===== config.mk =====
export PLATFORM = sky130hd
export DESIGN_NAME = uart_hex_rx
export DESIGN_NICKNAME = d
export VERILOG_FILES = /design/src/rtl/uart_hex_rx.sv
export SDC_FILE = /design/constraint.sdc
export NUM_CORES = 1
export LEC_CHECK = 0
export ABC_AREA = 1
export CAP_MARGIN = 20
export CELL_PAD_IN_SITES_DETAIL_PLACEMENT = 1
export CELL_PAD_IN_SITES_GLOBAL_PLACEMENT = 1
export CORE_ASPECT_RATIO = 0.9
export CORE_UTILIZATION = 40
export DETAILED_ROUTE_END_ITERATION = 10
export GPL_TIMING_DRIVEN = 0
export HOLD_SLACK_MARGIN = 0.15
export PLACE_DENSITY_LB_ADDON = 0.15
export REMOVE_ABC_BUFFERS = 1
export SETUP_SLACK_MARGIN = 0.4
export SLEW_MARGIN = 20
export SYNTH_ARGS = -nofsm -noshare
export SYNTH_HDL_FRONTEND = slang
export SYNTH_SLANG_ARGS = --single-unit

===== constraint.sdc =====
create_clock -name clk -period 4.55 [get_ports clk]
set_clock_uncertainty 0.15 [all_clocks]
set_input_delay 1.365 -clock clk [delete_from_list [all_inputs] [get_ports clk]]
set_output_delay 1.365 -clock clk [all_outputs]
set_load 0.02 [all_outputs]

===== src/rtl/uart_hex_rx.sv =====
// uart_hex_rx
//
// Receive side of the temperature-sensor UART link. Deserialises an 8N1 stream,
// parses lines of DIGITS ASCII hex digits (most significant nibble first) ended
// by CR or LF, and presents the recovered binary value with a one-cycle strobe.
//
// Ports
//   clk            system clock, single domain
//   reset_n        asynchronous active-low reset
//   uart_rx_i      serial line, idle high, asynchronous to clk
//   value_o        last valid parsed value, holds between updates
//   value_valid_o  one-cycle pulse when value_o is updated
//   frame_err_o    one-cycle pulse when a stop bit is sampled low
//   format_err_o   one-cycle pulse when a malformed line is rejected

module uart_hex_rx #(
  parameter int unsigned CLK_FREQ  = 50_000_000,
  parameter int unsigned BAUD_RATE = 115200,
  parameter int unsigned DIGITS    = 6
) (
  input  logic                  clk,
  input  logic                  reset_n,
  input  logic                  uart_rx_i,
  output logic [4*DIGITS-1:0]   value_o,
  output logic                  value_valid_o,
  output logic                  frame_err_o,
  output logic                  format_err_o
);

  localparam int unsigned CLKS_PER_BIT = CLK_FREQ / BAUD_RATE;
  localparam int unsigned HALF_BIT     = CLKS_PER_BIT / 2;
  localparam int unsigned TW           = $clog2(CLKS_PER_BIT);
  localparam int unsigned CW           = $clog2(DIGITS + 1);
  localparam int unsigned VW           = 4 * DIGITS;

  localparam logic [TW-1:0] HalfLast = TW'(HALF_BIT - 1);
  localparam logic [TW-1:0] BitLast  = TW'(CLKS_PER_BIT - 1);
  localparam logic [CW-1:0] CntFull  = CW'(DIGITS);

  // --------------------------------------------------------------------------
  // Synchroniser and edge detect
  // --------------------------------------------------------------------------
  logic rx_meta, rx_s, rx_d;

  always_ff @(posedge clk or negedge reset_n) begin
    if (!reset_n) begin
      rx_meta <= 1'b1;
      rx_s    <= 1'b1;
      rx_d    <= 1'b1;
    end else begin
      rx_meta <= uart_rx_i;
      rx_s    <= rx_meta;
      rx_d    <= rx_s;
    end
  end

  logic rx_fall;
  assign rx_fall = rx_d & ~rx_s;

  // --------------------------------------------------------------------------
  // Receiver FSM
  // --------------------------------------------------------------------------
  typedef enum logic [2:0] {
    StIdle,
    StStart,
    StData,
    StStop,
    StBreak
  } rx_state_e;

  rx_state_e     state_q, state_d;
  logic [TW-1:0] timer_q, timer_d;
  logic [2:0]    bit_cnt_q, bit_cnt_d;
  logic [7:0]    shift_q, shift_d;
  logic [7:0]    byte_q, byte_d;
  logic          byte_stb_q, byte_stb_d;
  logic          frame_stb_q, frame_stb_d;

  always_ff @(posedge clk or negedge reset_n) begin
    if (!reset_n) begin
      state_q     <= StIdle;
      timer_q     <= '0;
      bit_cnt_q   <= '0;
      shift_q     <= '0;
      byte_q      <= '0;
      byte_stb_q  <= 1'b0;
      frame_stb_q <= 1'b0;
    end else begin
      state_q     <= state_d;
      timer_q     <= timer_d;
      bit_cnt_q   <= bit_cnt_d;
      shift_q     <= shift_d;
      byte_q      <= byte_d;
      byte_stb_q  <= byte_stb_d;
      frame_stb_q <= frame_stb_d;
    end
  end

  always_comb begin
    state_d     = state_q;
    timer_d     = timer_q + 1'b1;
    bit_cnt_d   = bit_cnt_q;
    shift_d     = shift_q;
    byte_d      = byte_q;
    byte_stb_d  = 1'b0;
    frame_stb_d = 1'b0;

    unique case (state_q)
      StIdle: begin
        timer_d = '0;
        if (rx_fall) begin
          state_d = StStart;
        end
      end
      StStart: begin
        if (timer_q == HalfLast) begin
          timer_d   = '0;
          bit_cnt_d = '0;
          // A start bit that has already returned high was a glitch.
          state_d   = rx_s ? StIdle : StData;
        end
      end
      StData: begin
        if (timer_q == BitLast) begin
          timer_d   = '0;
          shift_d   = {rx_s, shift_q[7:1]};
          bit_cnt_d = bit_cnt_q + 3'd1;
          if (bit_cnt_q == 3'd7) begin
            state_d = StStop;
          end
        end
      end
      StStop: begin
        if (timer_q == BitLast) begin
          timer_d = '0;
          if (rx_s) begin
            byte_d     = shift_q;
            byte_stb_d = 1'b1;
            state_d    = StIdle;
          end else begin
            frame_stb_d = 1'b1;
            state_d     = StBreak;
          end
        end
      end
      StBreak: begin
        // Hold off start detection until the line has recovered.
        timer_d = '0;
        if (rx_s) begin
          state_d = StIdle;
        end
      end
      default: begin
        timer_d = '0;
        state_d = StIdle;
      end
    endcase
  end

  // --------------------------------------------------------------------------
  // Line parser
  // --------------------------------------------------------------------------
  // Returns {is_hex, nibble}.
  function automatic logic [4:0] hex_decode(input logic [7:0] b);
    logic [7:0] t;
    t = '0;
    if (b >= 8'h30 && b <= 8'h39) begin
      t = b - 8'h30;
      return {1'b1, t[3:0]};
    end else if (b >= 8'h41 && b <= 8'h46) begin
      t = b - 8'h37;
      return {1'b1, t[3:0]};
    end else if (b >= 8'h61 && b <= 8'h66) begin
      t = b - 8'h57;
      return {1'b1, t[3:0]};
    end
    return 5'b0_0000;
  endfunction

  logic [CW-1:0] cnt_q, cnt_d;
  logic [VW-1:0] acc_q, acc_d;
  logic          discard_q, discard_d;
  logic [VW-1:0] value_d;
  logic          valid_d, fmt_d, frame_d;

  logic [4:0] dec;
  logic       is_term;

  assign dec     = hex_decode(byte_q);
  assign is_term = (byte_q == 8'h0D) || (byte_q == 8'h0A);

  always_ff @(posedge clk or negedge reset_n) begin
    if (!reset_n) begin
      cnt_q         <= '0;
      acc_q         <= '0;
      discard_q     <= 1'b0;
      value_o       <= '0;
      value_valid_o <= 1'b0;
      format_err_o  <= 1'b0;
      frame_err_o   <= 1'b0;
    end else begin
      cnt_q         <= cnt_d;
      acc_q         <= acc_d;
      discard_q     <= discard_d;
      value_o       <= value_d;
      value_valid_o <= valid_d;
      format_err_o  <= fmt_d;
      frame_err_o   <= frame_d;
    end
  end

  always_comb begin
    cnt_d     = cnt_q;
    acc_d     = acc_q;
    discard_d = discard_q;
    value_d   = value_o;
    valid_d   = 1'b0;
    fmt_d     = 1'b0;
    frame_d   = frame_stb_q;

    if (frame_stb_q) begin
      // A broken frame invalidates whatever part of the line was collected.
      cnt_d     = '0;
      acc_d     = '0;
      discard_d = 1'b0;
    end else if (byte_stb_q) begin
      if (is_term) begin
        if (!discard_q) begin
          if (cnt_q == CntFull) begin
            value_d = acc_q;
            valid_d = 1'b1;
          end else if (cnt_q != '0) begin
            fmt_d = 1'b1;
          end
        end
        cnt_d     = '0;
        acc_d     = '0;
        discard_d = 1'b0;
      end else if (!discard_q) begin
        if (dec[4] && (cnt_q != CntFull)) begin
          acc_d = {acc_q[VW-5:0], dec[3:0]};
          cnt_d = cnt_q + 1'b1;
        end else begin
          // Report once, then swallow the rest of the line.
          fmt_d     = 1'b1;
          discard_d = 1'b1;
        end
      end
    end
  end

endmodule


---- Yosys cells after proc, flatten, opt, wreduce, memory -nomap -nowiden ----
Cells that the tools add are included.
word-level totals
  register bits ........................... 91
  latch bits .............................. 0
  RAM bits ................................ 0
  bits in read-only memories .............. 0
  bits of input ports ..................... 3
  output and inout bits ................... 27
  word-level logic and storage cells ...... 123
  memories ................................ 0
cells by class
  add/sub/neg operators ................... 6
  multipliers ............................. 0
  div/mod/pow operators ................... 0
  $lt $le $gt $ge ......................... 6
  equal/unequal tests ..................... 18
  shifts and indexed selects .............. 0
  multiplexer cells ....................... 55
  bitwise operators ....................... 4
  reductions and logical operators ........ 17
operators with widths
  cell                                                 number
  2-to-1 mux 24 bit                                    5
  2-to-1 mux 3 bit                                     14
  2-to-1 mux 1 bit                                     26
  2-to-1 mux 5 bit                                     4
  2-to-1 mux 9 bit                                     2
  one-hot mux 9 bit (2 select lines)                   1
  equality test 8 x 4 -> 1 bit, second input constant  2
  >= comparator 8 x 7 -> 1 bit, second input constant  2
  <= comparator 8 x 7 -> 1 bit, second input constant  2
  one-hot mux 3 bit (5 select lines)                   1
  != test 2 bit, second input constant                 6
  adder 9 x 1 -> 9 bit, second input constant          1
  equality test 3 bit, second input constant           3
  equality test 9 x 8 -> 1 bit, second input constant  1
  equality test 9 bit, second input constant           1
  AND reduction 3 bit                                  3
  >= comparator 8 x 6 -> 1 bit, second input constant  1
  <= comparator 8 x 6 -> 1 bit, second input constant  1
  subtractor 4 x 3 -> 4 bit, second input constant     2
  adder 3 x 1 -> 3 bit, second input constant          2
  equality test 3 x 2 -> 1 bit, second input constant  2
  one-hot mux 3 bit (2 select lines)                   1
  AND reduction 6 bit                                  1
  nonzero test 3 bit                                   2
  14 further kinds                                     20

---- Depth between registers and ports, before layout ----
  depth after elaboration ................. 12
  gate-level depth with buffers ........... 12

---- Worst setup path after synthesis ----
OpenSTA, ideal clock, no wires.
  kind .................................... reg2out
  start ................................... register value_o[14]
  end ..................................... output port value_o[14]
  data arrival time ....................... 0.435 ns
  required time ........................... 3.035 ns
  setup slack ............................. 2.600 ns
  cell stages (with the launch flop) ...... 1
  path buffers ............................ 0
  cells stage by stage .................... dfrtp_1
RTL lines
  item                    line  source
  start, declared         24    output logic [4*DIGITS-1:0] value_o,
  start signal, assigned  205   value_o <= value_d;
No word-level cell between the ends.

---- Final worst setup path ----
  start ................................... register value_o[3]
  end ..................................... output port value_o[3]
No word-level cell between the ends.

==> impl_results.md <==
* Outcome: finished, violations left
* Violated checks: design-rule violations
* Post-synth cell types at 32
* Setup Fix Bufs, Post-CTS at 0
* Flops & latches, synth at between 90 and 100
* Arrival time at the worst endpoint at ~1.3 ns
* Vias in the first global route at around 3400
* Pwr dens at approximately 350 nW/um^2
* Cell Rows at 35
* CP required at a little over 3 ns
* Total core area at a little over 10000 sq um
* Lkg Pwr at between 0.002 and 0.0025 uW
* CP cell instances: clkdlybuf4s50_1
* Dpl cells at 642
* Reg clk slew, reported paths at 0.06 ns
* Cell family contributing the most delay on the critical path: buffers and inverters
* Number of max-cap violations at 0
* Post-CTS Hold Buffers at 0
* Period minus WS final at 2.830 ns
* CP bufs+invs at 1
* Setup crit end kind: output port
* Cells on Worst Hold Path at 0
* Total gr overflow at 0
* Layout Area Growth over Synthesis at 14.71%
* Root buffer cell: clkbuf_16
* Antenna diodes at 0
* Synth area leaders: dfrtp_1 (51%), nand2_1 (12%), nand3_1 (5.2%), inv_1 (5.0%), nor2_1 (4.2%)
* Die height at 100.8 um
* Critical path depth in cells at 1
* Final Hold Slack at ~0.21 ns
* Effective utilization at floorplan at a little over two fifths
* CTS Buffer Depth at 2
* Placer Congestion at 0.7885
* Slew headroom at about three fifths
* Largest net degree at the start of global routing at 59
* Post-synth design cell area at 4339 sq um
* Residual DRC at 2
* DR vias at approximately 3300
* Worst reg2reg path depth at 10
* WL/cell at ~14 um
* Final cell count without fillers at 658
* RSZ-0062 raised after global routing: false
* Max Slew Vio Count at 0
* Crit share post-route at between 60 and 70%
* Slowest-stage cell, CP: clkdlybuf4s50_1
* Crit-path max FO at 2
* Post-DP HPWL at approximately 6.0 mm
* Final total negative setup slack at 0 ns
* Net count reported at finish at roughly 540
* Layout cells sized above 1 at 12.10%
* Max Fclk at 0.3533 GHz
* Tightest Pin Transition at ~0.58 ns
* Delay of the slowest cell on the worst path at 0.62 ns
* Hold Crit Class: reg -> reg
* Die Wd at between 100 and 150 um
* Final setup violation count at 0
* Die Area at 11270 sq um
* Sequential fraction of the synthesis area at 52.57%
* Worst Setup Start Kind: flip-flop
* Sink Count at 91
* Routed wire length at 9.112 mm
* IO buf count at 29
* Yosys Warn Count at 0
* Post-synthesis average cell area at 8.696 sq um
* Antenna-violating nets left at 0
* First-pass GRT wire length at 16.39 mm
* Crit path kind: reg -> out
* Synth top area share at slightly above 50%
* All-Layer GR Usage at between 10% and 20%
* Max rail drop VDD at approximately 0.26 mV
* Initial antenna violation count at 0
* Largest area contributor in the netlist: dfrtp_1
* TritonCTS Buffers at 9
* Initial drt markers at 106
* CTS resizes at 0
* First drt pass iteration count at 7
* Final hold viol count at 0
* H-tree levels at 3
* Worst skew pair latency at 0.34 ns
* Mapped Cells at around 500
* Vias per cell at about 4.9
* Io pins at 30
* TritonCTS clock tree: yes
-- per-layer routing --
metal | wire [um] | track usage, % | vias to the layer above
met4 | 106 | 5.613 | 0
met3 | 216 | 3.788 | 8
li1 | - | - | 1609
met2 | 4259 | 30.72 | 33
met5 | 0 | 0 | -
met1 | 4529 | 24.14 | 1600
-- final timing paths --
check / startpoint / endpoint / slack [ns]
worst max-delay path: value_o[3]$_DFFE_PN0P_ / value_o[3] / 1.72
worst min-delay path: rx_meta$_DFF_PN1_ / rx_s$_DFF_PN1_ / 0.21
worst max register to register: byte_q[1]$_DFFE_PN0P_ / acc_q[5]$_DFFE_PN0P_ / 2.26
worst min register to register: rx_meta$_DFF_PN1_ / rx_s$_DFF_PN1_ / 0.21
max in group asynchronous: reset_n / value_o[12]$_DFFE_PN0P_ / 2.88
min in group asynchronous: reset_n / timer_q[0]$_DFF_PN0_ / 0.76
-- sequential cells by signal, indices dropped and copies added (netlist names), 3 cells and up --
register and cells:
byte_q 8, timer_q 9, acc_q 24, cnt_q 3
state_q 3, shift_q 8, value_o 24, bit_cnt_q 3
-- through the flow --
stage / setup slack (ns) / utilization, % / cell area [sq um] / power (uW)
finish: 1.720 / 47.96 / 4977 / 1747
global route: 1.677 / 47.96 / 4977 / 1841
global placement: -1.603 / 44.88 / 4658 / 1047
detailed placement: 2.069 / 45.16 / 4687 / 1056
CTS: 1.692 / 47.96 / 4977 / 1781
floorplan: 2.600 / - / 4207 / 991.7
-- Yosys cell counts --
cell,number
nand2_1,136
dfrtp_1,88
inv_1,58
nor2_1,48
nand3_1,45
o21ai_2,20
o21ai_0,19
ha_1,12
nand2_2,9
buf_6,8
nand4_1,7
inv_2,5
nor3_1,5
o21ai_1,5
buf_2,4
xor2_1,4
dfstp_2,3
xnor2_1,3
a21oi_1,2
a31oi_1,2
buf_4,2
clkbuf_1,2
nand2_4,2
nor3b_1,2
a21boi_0,1
inv_4,1
nand3_2,1
nand3_4,1
nor2_2,1
nor2_4,1
nor3_4,1
or2_2,1
-- cells by family (layout without fill, tap and decap cells) --
family	after synthesis	in the layout	share of synthesized area, %
adder cells (fa/ha/maj)	12	12	3.460
flip-flops	91	91	52.57
buffers and inverters	80	110	8.651
XOR/XNOR	7	7	1.413
AO/OA/AOI/OAI	49	49	7.497
AND/OR/NAND/NOR	260	260	26.41
-- placed cells by master (no fill, tap or decap), types with 12 or more instances in the layout --
master and count:
clkdlybuf4s50_1 28, dfrtp_1 88, ha_1 12, inv_1 58
nand2_1 136, nand3_1 45, nor2_1 48, o21ai_0 19
o21ai_2 20
-- area by class of cell --
cell class	instances	area [sq um]
Clock buffer	12	266.5
Sequential cell	91	2281
Tap cell	129	161.4
Inverter	64	242.7
Clock inverter	4	23.77
Multi-Input combinational cell	328	1683
Fill cell	1231	5401
Timing Repair Buffer	30	319.1
-- power by group --
part / total [uW] / switching [uW] / internal (uW) / leakage (uW)
sequential: 861 / 26.7 / 835 / 0.00125
combinational: 175 / 122 / 53.3 / 0.00103
clock: 711 / 298 / 413 / 0.000148
total: 1750 / 447 / 1300 / 0.00244
Note: power is estimated with default switching activity, not from simulation.
